[config.mk]
export PLATFORM = sky130hd
export DESIGN_NAME = id_ex_stage
export DESIGN_NICKNAME = d
export VERILOG_FILES = /design/src/rtl/id_ex_stage.sv
export SDC_FILE = /design/constraint.sdc
export NUM_CORES = 1
export LEC_CHECK = 0
export CAP_MARGIN = 0
export CORE_AREA = 2 2 134 136
export CTS_BUF_LIST = sky130_fd_sc_hd__clkbuf_4
export CTS_CLUSTER_DIAMETER = 60
export DETAILED_ROUTE_END_ITERATION = 8
export DIE_AREA = 0 0 136 138
export HOLD_SLACK_MARGIN = 0.02
export PLACE_DENSITY = 0.78
export SLEW_MARGIN = 20
export SYNTH_ARGS = -nofsm -noshare
export SYNTH_HDL_FRONTEND = slang
export SYNTH_SLANG_ARGS = --single-unit
[constraint.sdc]
create_clock -name clk -period 16.6 [get_ports clk]
set_input_delay 4.98 -clock clk [delete_from_list [all_inputs] [get_ports clk]]
set_output_delay 4.98 -clock clk [all_outputs]
set_load 0.005 [all_outputs]
[src/rtl/id_ex_stage.sv]
// rtl/id_ex_stage.sv - ID/EX pipeline register with load-use hazard detection and event counters
module id_ex_stage #(
    parameter int DATA_W = 32,
    parameter int REG_AW = 5,
    parameter int CNT_W  = 16
) (
    input  logic              clk,
    input  logic              reset,
    input  logic              id_valid,
    input  logic [6:0]        id_ctrl,
    input  logic [3:0]        id_aluctrl,
    input  logic [DATA_W-1:0] id_rs_data,
    input  logic [DATA_W-1:0] id_rt_data,
    input  logic [DATA_W-1:0] id_imm,
    input  logic [DATA_W-1:0] id_pc4,
    input  logic [REG_AW-1:0] id_rs,
    input  logic [REG_AW-1:0] id_rt,
    input  logic [REG_AW-1:0] id_rd,
    input  logic              flush,
    output logic              ex_valid,
    output logic [6:0]        ex_ctrl,
    output logic [3:0]        ex_aluctrl,
    output logic [DATA_W-1:0] ex_rs_data,
    output logic [DATA_W-1:0] ex_rt_data,
    output logic [DATA_W-1:0] ex_imm,
    output logic [DATA_W-1:0] ex_pc4,
    output logic [REG_AW-1:0] ex_rs,
    output logic [REG_AW-1:0] ex_rt,
    output logic [REG_AW-1:0] ex_rd,
    output logic              stall,
    output logic [CNT_W-1:0]  stall_cnt,
    output logic [CNT_W-1:0]  flush_cnt
);

    // control word bit positions: {RegWrite,RegDst,ALUSrc,Branch,MemWrite,MemtoReg,Jump}
    localparam int REGWRITE = 6;
    localparam int MEMTOREG = 1;

    logic haz;
    logic bubble;

    // a load in EX whose destination is read by the ID instruction
    assign haz = ex_valid & ex_ctrl[MEMTOREG] & ex_ctrl[REGWRITE] & (ex_rt != '0)
               & id_valid & ((ex_rt == id_rs) | (ex_rt == id_rt));

    assign stall  = haz & ~flush;
    assign bubble = flush | stall | ~id_valid;

    // bubbles load constant zeros so an undecodable control word never reaches EX
    always_ff @(posedge clk or posedge reset) begin
        if (reset) begin
            ex_valid   <= 1'b0;
            ex_ctrl    <= '0;
            ex_aluctrl <= '0;
            ex_rs_data <= '0;
            ex_rt_data <= '0;
            ex_imm     <= '0;
            ex_pc4     <= '0;
            ex_rs      <= '0;
            ex_rt      <= '0;
            ex_rd      <= '0;
        end else if (bubble) begin
            ex_valid   <= 1'b0;
            ex_ctrl    <= '0;
            ex_aluctrl <= '0;
            ex_rs_data <= '0;
            ex_rt_data <= '0;
            ex_imm     <= '0;
            ex_pc4     <= '0;
            ex_rs      <= '0;
            ex_rt      <= '0;
            ex_rd      <= '0;
        end else begin
            ex_valid   <= 1'b1;
            ex_ctrl    <= id_ctrl;
            ex_aluctrl <= id_aluctrl;
            ex_rs_data <= id_rs_data;
            ex_rt_data <= id_rt_data;
            ex_imm     <= id_imm;
            ex_pc4     <= id_pc4;
            ex_rs      <= id_rs;
            ex_rt      <= id_rt;
            ex_rd      <= id_rd;
        end
    end

    always_ff @(posedge clk or posedge reset) begin
        if (reset) begin
            stall_cnt <= '0;
            flush_cnt <= '0;
        end else begin
            if (flush && (flush_cnt != '1))
                flush_cnt <= flush_cnt + 1'b1;
            if (stall && (stall_cnt != '1))
                stall_cnt <= stall_cnt + 1'b1;
        end
    end

endmodule

# After elaboration in Yosys (flattened, before gate mapping)
# Index checks and enable logic that the tools add are counted.
# word_totals
regBits	187
in_bits	158
out_inout_bits	188
word_cells	42
# classes
n_addsub	2
n_eq_ne	4
n_mux	10
bitwise	11
n_reduce_logical	3
# op_table
cell	count
2-to-1 mux 32 bit	4
adder 16 x 1 -> 16 bit, second input constant	2
inequality test 16 bit, second input constant	2
2-to-1 mux 5 bit	3
== test 5 bit	2
2-to-1 mux 7 bit	1
bitwise AND 1 bit	6
nonzero test 5 bit	1
2-to-1 mux 4 bit	1
OR 1 bit	3
logical AND 1 bit	2
NOT 1 bit	2
2-to-1 mux 1 bit	1

# Longest topological paths before layout
# Gate-level depths: netlist of run 1.
# logic_depth
depth_word	9
mapped_depth	7
mapped_depth_nobuf	6

# Worst setup path after synthesis of run 1
# OpenSTA, ideal clock, no wires.
# synth_timing
path_type	input to output
start	input id_rs[1]
end	output stall
arrival_time_ps	5828
path_slack_ps	5792
cell_stages	5
n_path_buf	1
path_cell_list	xor2_1 > nor3_2 > a22oi_4 > buf_2 > nor3_1
# synth_between
elab_chain_len	4
# synth_rtl
item	line_no	source
from (decl)	16	input logic [REG_AW-1:0] id_rs,
== test 5 bit	44	& id_valid & ((ex_rt == id_rs) | (ex_rt == id_rt));
OR 1 bit	44	
bitwise AND 1 bit	44	
bitwise AND 1 bit	46	assign stall = haz & ~flush;
to (decl)	30	output logic stall,
# Every way passes these cells.

# Worst setup path after layout of run 1
# layout_timing
start	input id_rs[0]
end	output stall
# Same word-level chain as after synthesis.

==> metrics.md, run 1 <==
| Metric | Value |
|---|---|
| Status | finished clean |
| Pre-CTS setup slack | 4.87 ns |
| Max-slew headroom | 0.481 |
| Arr. time, crit path | 6.74 ns |
| Crit path depth | 6 |
| Setup bufs post-CTS | 0 |
| Synth Register Bits | 187 |
| PortBufs | 345 |
| Worst Setup SP | id_rs[0] |
| Fin. max-slew vios | 0 |
| Post_cts resized | 0 |
| Die extent in y | 138 um |
| First-pass GRT wire length | 28.1 mm |
| Rows | 49 |
| CP Max Fanout | 18 |
| Worst Hold Class | flip-flop to flip-flop |
| IR drop worst, VDD | 0.0532 mV |
| Actual slew at the worst max-slew pin | 0.777 ns |
| Initial antenna violation count | 3 |
| Minimum clock period | 11.72 ns |
| Slowest CP cell | clkdlybuf4s50_1 |
| GRT overflow | 0 |
| Depth of the worst register-to-register path | 6 |
| DR DRC count | 0 |
| EDFF count, synth | 0 |
| IO Pins | 346 |
| GRT Util Overall | 0.202 |
| CP Buf/Inv Count | 2 |
| WL final | 18.1 mm |
| Die W | 136 um |
| Finished Cell Area | 10700 um^2 |
| Inserted Clock Buffers | 17 |
| Register area | 4680 um^2 |
| RSZ-0062 raised after global routing | no |
| CP Capture Type | primary output |
| CTS tree | built |
| Clk sinks | 187 |
| Achievable frequency | 85.3 MHz |
| Detailed-route via count | 4838 |
| Worst-Skew Late Latency | 0.55 ns |
| Critical path startpoint category | input pin |
| Synthesized instance count | 494 |
| Die area | 18800 um^2 |
| Critical-path cell list | clkdlybuf4s50_1 > xor2_1 > nor3_2 > a22oi_4 > nor3_1 > clkdlybuf4s50_1 |
| Final antenna-violating net count | 0 |
| Via/cell ratio | 4.46 |
| CTS Hold Bufs | 0 |
| Syn Area/Cell | 13.5 um^2 |
| Area delta synth->final | 59.8% |
| Initial detailed-routing violation count | 275 |
| Setup slack, reg-to-reg | 13.80 ns |
| FILL cells | 1420 |
| Max Cap Viol | 0 |
| Setup WS post-layout | 4.88 ns |
| P per Cell Area | 83.6 nW/um^2 |
| Fin nets | 1000 |
| Fraction of registers with async set/reset | 1.00 |
| Synth Warn # | 0 |
| Sum Neg Setup Slack | 0 ns |
| H-tree depth | 4 |
| Setup violators final | 0 |
| Crit-path max cell delay | 0.51 ns |
| Worst Setup Path Type | input pin to primary output |
| Final core occ | 0.607 |
| Router iterations before antenna repair | 5 |
| Vias in the first global route | 5046 |
| Number of library cell types mapped by synthesis | 37 |
| Final period util | 0.706 |
| WP data required | 11.62 ns |
| Worst R2R End | ex_rs[2] |
| Share of layout cells above drive strength 1 | 0.0481 |
| Reg clk slew, reported paths | 0.14 ns |
| Wire length per cell | 16.7 um |
| Sequential element share of the synthesized area | 0.702 |
| Syn Std Cell Area | 6660 um^2 |
| Most common cell on crit path | clkdlybuf4s50_1 |
| Syn_nets | 654 |
| Fin. Hold Viols | 0 |
| Worst Skew | 0.0294 ns |
| Clock root buffer | clkbuf_4 |
| Prevailing post-synth register cell | dfrtp_1 |
| Termination of the worst setup path | stall |
| Pleak | 4.79 nW |
| Largest net degree at the start of global routing | 106 |
| Hpwl dp | 13.8 mm |
| Top delay family on crit path | buffers and inverters |
| Reg-to-Reg Start | ex_rt[3] |
| Area of the multi-input gates | 1880 um^2 |
| Area after DPL | 10300 um^2 |
| Power, Total | 891 uW |
| GPL Wtd Cong | 0.883 |
| Core area | 17500 um^2 |
| Initial Util | 0.380 |
| Largest buffer count on any clock path | 2 |
## sequential cells by signal, indices dropped and copies added (netlist names)
register	cells
ex_aluctrl	4
ex_ctrl	7
ex_imm	32
ex_pc4	32
ex_rd	5
ex_rs	5
ex_rs_data	32
ex_rt	5
ex_rt_data	32
ex_valid	1
flush_cnt	16
stall_cnt	16
## cells in the mapped netlist (2+ instances only)
library cell  count  area (um^2)
nor3_1            7         35.0
nand2b_1          3         18.8
and2_1          155          970
nand3_1          15         75.1
clkbuf_1          2         7.51
o21ai_0           2         10.0
nor2_1           10         37.5
buf_2             4         20.0
nor4_1            7         43.8
ha_1              2         25.0
and4_1            2         17.5
a21oi_1           2         10.0
nor3b_1           2         15.0
or4b_1            2         20.0
clkbuf_2         14         70.1
and3_1            6         37.5
mux2_2            3         33.8
nor3_2            2         20.0
dfrtp_1         187         4680
nand4_1           6         37.5
o31ai_1           2         15.0
inv_1             3         11.3
xnor2_1          11         96.3
nand2_1           8         30.0
xor2_1           25          219
## cell usage in the layout, fill, tap and decap left out, types with 3 or more instances in the layout
cell type and count:
nand2_1 8, dfrtp_1 187, clkbuf_4 17, and2_1 155
nand3_1 15, clkdlybuf4s50_1 345, xor2_1 25, nor2_1 10
xnor2_1 11, inv_8 4, nor3_1 7, nand4_1 6
nor4_1 7, and3_1 6, mux2_2 3, inv_6 4
nand2b_1 3, clkinv_4 3
## report_power, final
| part | internal [mW] | switching [mW] | leakage, nW | total (mW) |
|---|---|---|---|---|
| Sequential | 0.479 | 0.0166 | 2.52 | 0.495 |
| Clock | 0.0955 | 0.163 | 0.165 | 0.258 |
| Combinational | 0.0890 | 0.0477 | 2.11 | 0.137 |
## cell families after synthesis
group           share of synthesized area
compound gates                     0.0160
flops                               0.702
fa+ha+maj                         0.00375
xor+xnor                           0.0473
simple gates                        0.209
mux                               0.00507
buf+inv                            0.0163
## worst reg2reg max path, delay by kind of cell (launching register included)
kind	cells	cell delay, ns
AO/OA/AOI/OAI	2	1.06
XOR/XNOR	1	0.18
buffers and inverters	1	0.64
AND/OR/NAND/NOR	2	0.35
flip-flops	1	0.50
## stage by stage
step | std cells | hold WS [ns]
finish | 1084 | 0.503
global route | 1084 | 0.537
CTS | 1082 | 0.510
detailed placement | 1050 | 0.491
global placement | 1050 | 0.485
floorplan | 494 | 0.481
## per-layer routing
metal  up-vias  part of all wire  GRT usage
met5         -           0.00088          0
met4         2             0.027     0.0762
met3        31             0.090     0.0785
met2       211              0.51      0.342
met1      2314              0.37      0.229
li1       2280                 -          -
## area by class of cell
type | count | share of cell area
inverters | 3 | 0.00176
diodes | 2 | 0.000470
clock buffers | 17 | 0.0120
well taps | 229 | 0.0269
flip-flops and latches | 187 | 0.439
multi-input cells | 284 | 0.177
clock inverters | 15 | 0.0168
repair buffers | 347 | 0.326
## how the worst min path moves through the flow
stage                      start      endpoint  slack, ns  depth (start not counted)
finish              stall_cnt[7]  stall_cnt[7]       0.50                          1
global route        stall_cnt[7]  stall_cnt[7]       0.54                          1
CTS                 stall_cnt[7]  stall_cnt[7]       0.51                          1
detailed placement  stall_cnt[7]  stall_cnt[7]       0.49                          1
global placement    flush_cnt[9]  flush_cnt[9]       0.49                          1
floorplan           flush_cnt[9]  flush_cnt[9]       0.48                          1
No activity file was read; power rests on OpenSTA's default activity.
==> run 2: changes to the inputs <==
CORE_AREA = not set   (was 2 2 134 136)
CORE_ASPECT_RATIO = 0.8   (was not set)
CORE_UTILIZATION = 37   (was not set)
DIE_AREA = not set   (was 0 0 136 138)
PLACE_DENSITY = 0.79   (was 0.78)
clock period = 9.8 ns   (was 16.6 ns; I/O delays follow)
==> metrics.md, run 2 (synthesized netlist as in run 1, its figures left out) <==
| Metric | Value |
|---|---|
| Status | finished with violations |
| Failing checks | DRC |
| Sequential share of power | 0.565 |
| IR drop worst, VDD | 0.112 mV |
| Setup bufs post-CTS | 0 |
| Die extent in y | 122 um |
| Net Switching | 386 uW |
| Die area | 18600 um^2 |
| GRT overflow | 0 |
| WL final | 17.2 mm |
| Arr. time, crit path | 4.73 ns |
| PortBufs | 345 |
| Reg clk slew, reported paths | 0.14 ns |
| Part of the power in combinational logic | 0.156 |
| Met2 routed WL | 8.70 mm |
| Slowest CP cell | clkdlybuf4s50_1 |
| Crit-path max cell delay | 0.51 ns |
| Max-slew headroom | 0.372 |
| Die W | 152 um |
| Critical-path cell list | clkdlybuf4s50_1 > xor2_1 > nor3_2 > a22oi_4 > nor3_1 > clkdlybuf4s50_1 |
| CTS tree | built |
| Worst-Skew Late Latency | 0.55 ns |
| Met3 Routed Length | 1.39 mm |
| Vias in the first global route | 4809 |
| Rows | 43 |
| Critical path startpoint category | input pin |
| WP data required | 6.86 ns |
| Via/cell ratio | 4.41 |
| First-pass GRT wire length | 26.5 mm |
| Share of layout cells above drive strength 1 | 0.0492 |
| Net Sw Frac | 0.260 |
| Finished Cell Area | 10600 um^2 |
| Worst Setup Path Type | input pin to primary output |
| Initial antenna violation count | 1 |
| GPL Wtd Cong | 0.871 |
| Int Power | 1.10 mW |
| Achievable frequency | 130 MHz |
| Final antenna-violating net count | 0 |
| Area delta synth->final | 59.2% |
| Wire length per cell | 16.0 um |
| H-tree depth | 4 |
| CP Max Fanout | 18 |
| Clk sinks | 187 |
| Sum Neg Setup Slack | 0 ns |
| IO Pins | 346 |
| Fin. max-slew vios | 0 |
| Largest buffer count on any clock path | 2 |
| Pleak | 4.78 nW |
| Core area | 17500 um^2 |
| Most common cell on crit path | clkdlybuf4s50_1 |
| Initial Util | 0.381 |
| Inserted Clock Buffers | 17 |
| Worst Hold Class | flip-flop to flip-flop |
| Largest net degree at the start of global routing | 128 |
| Actual slew at the worst max-slew pin | 0.942 ns |
| Hpwl dp | 12.9 mm |
| Fin. Hold Viols | 0 |
| Final period util | 0.783 |
| Initial detailed-routing violation count | 273 |
| CP Capture Type | primary output |
| M1 wire length | 6.87 mm |
| DR DRC count | 24 |
| Most frequent cells in the layout | clkdlybuf4s50_1 (345), dfrtp_1 (187), and2_1 (155), xor2_1 (25), clkbuf_4 (17) |
| Setup violators final | 0 |
| Minimum clock period | 7.67 ns |
| Clock network power share | 0.279 |
| Max Cap Viol | 0 |
| GRT Util Overall | 0.189 |
| Post_cts resized | 0 |
| CTS Hold Bufs | 0 |
| RSZ-0062 raised after global routing | no |
| P per Cell Area | 140 nW/um^2 |
| Top layer in use | met4 |
| Final core occ | 0.607 |
| Commonest non-fill, non-tap cell in the layout | clkdlybuf4s50_1 |
| Router iterations before antenna repair | 7 |
| Worst Skew | 0.0265 ns |
| Fin nets | 1000 |
| Detailed-route via count | 4759 |
| Area after DPL | 10300 um^2 |
| Clock root buffer | clkbuf_4 |
-- run 2: changes by cell type in the layout (fill, tap and decap cells not counted) --
| cell | previous run | this run |
|---|---|---|
| clkinv_4 | 3 | 1 |
| clkinvlp_4 | 0 | 2 |
| inv_6 | 4 | 6 |
| buf_4 | 1 | 2 |
| buf_6 | 1 | 0 |
| bufinv_16 | 2 | 1 |
| clkinv_1 | 2 | 1 |
| clkinv_2 | 0 | 1 |
| clkinv_8 | 1 | 0 |
| diode_2 | 2 | 1 |
-- run 2: final timing paths --
| kind | from | slack [ns] | to | depth (start not counted) |
|---|---|---|---|---|
| max | id_rs[1] | 2.13 | stall | 6 |
| min | stall_cnt[15] | 0.52 | stall_cnt[15] | 1 |
| max reg2reg | ex_rt[1] | 7.04 | ex_ctrl[3] | 6 |
| min reg2reg | stall_cnt[15] | 0.52 | stall_cnt[15] | 1 |
| max in group asynchronous | reset | 5.48 | ex_rt_data[7] | 3 |
| min in group asynchronous | reset | 2.94 | ex_imm[1] | 2 |
-- run 2: metal layers --
metal / track usage / vias up
met1: 0.221 / 2280
met2: 0.323 / 175
met3: 0.0729 / 21
met5: 0 / -
li1: - / 2283
met4: 0.0619 / 0
-- run 2: cell type report --
| cell class | count | area [um^2] |
|---|---|---|
| fillers | 1409 | 6880 |
| flip-flops and latches | 187 | 4680 |
| repair buffers | 347 | 3470 |
| multi-input cells | 284 | 1880 |
| well taps | 225 | 282 |
| clock inverters | 15 | 149 |
| clock buffers | 17 | 128 |
| inverters | 3 | 18.8 |
| diodes | 1 | 2.50 |
-- run 2: power by group through the flow --
stage          clock (mW)  combinational, mW  sequential [mW]
6_report            0.414              0.231            0.839
3_5_place_dp            0              0.234            0.853
5_1_grt             0.463              0.252            0.844
4_1_cts             0.432              0.235            0.839
3_3_place_gp            0              0.231            0.852
2_1_floorplan           0             0.0677            0.854
-- run 2: stage by stage --
step                      setup WS, ns  power [mW]  hold WS (ns)  cells
after floorplan                   1.77       0.922         0.481    494
after global placement            2.13        1.08         0.489   1046
after detailed placement          2.11        1.09         0.493   1046
after CTS                         2.11        1.51         0.513   1078
after global routing              1.98        1.56         0.531   1079
final                             2.13        1.48         0.516   1079
-- run 2: critical path, delay by kind of cell --
| family | cells | cell delay (ns) |
|---|---|---|
| buf+inv | 2 | 0.97 |
| compound gates | 1 | 0.44 |
| xor+xnor | 1 | 0.21 |
| simple gates | 2 | 0.18 |
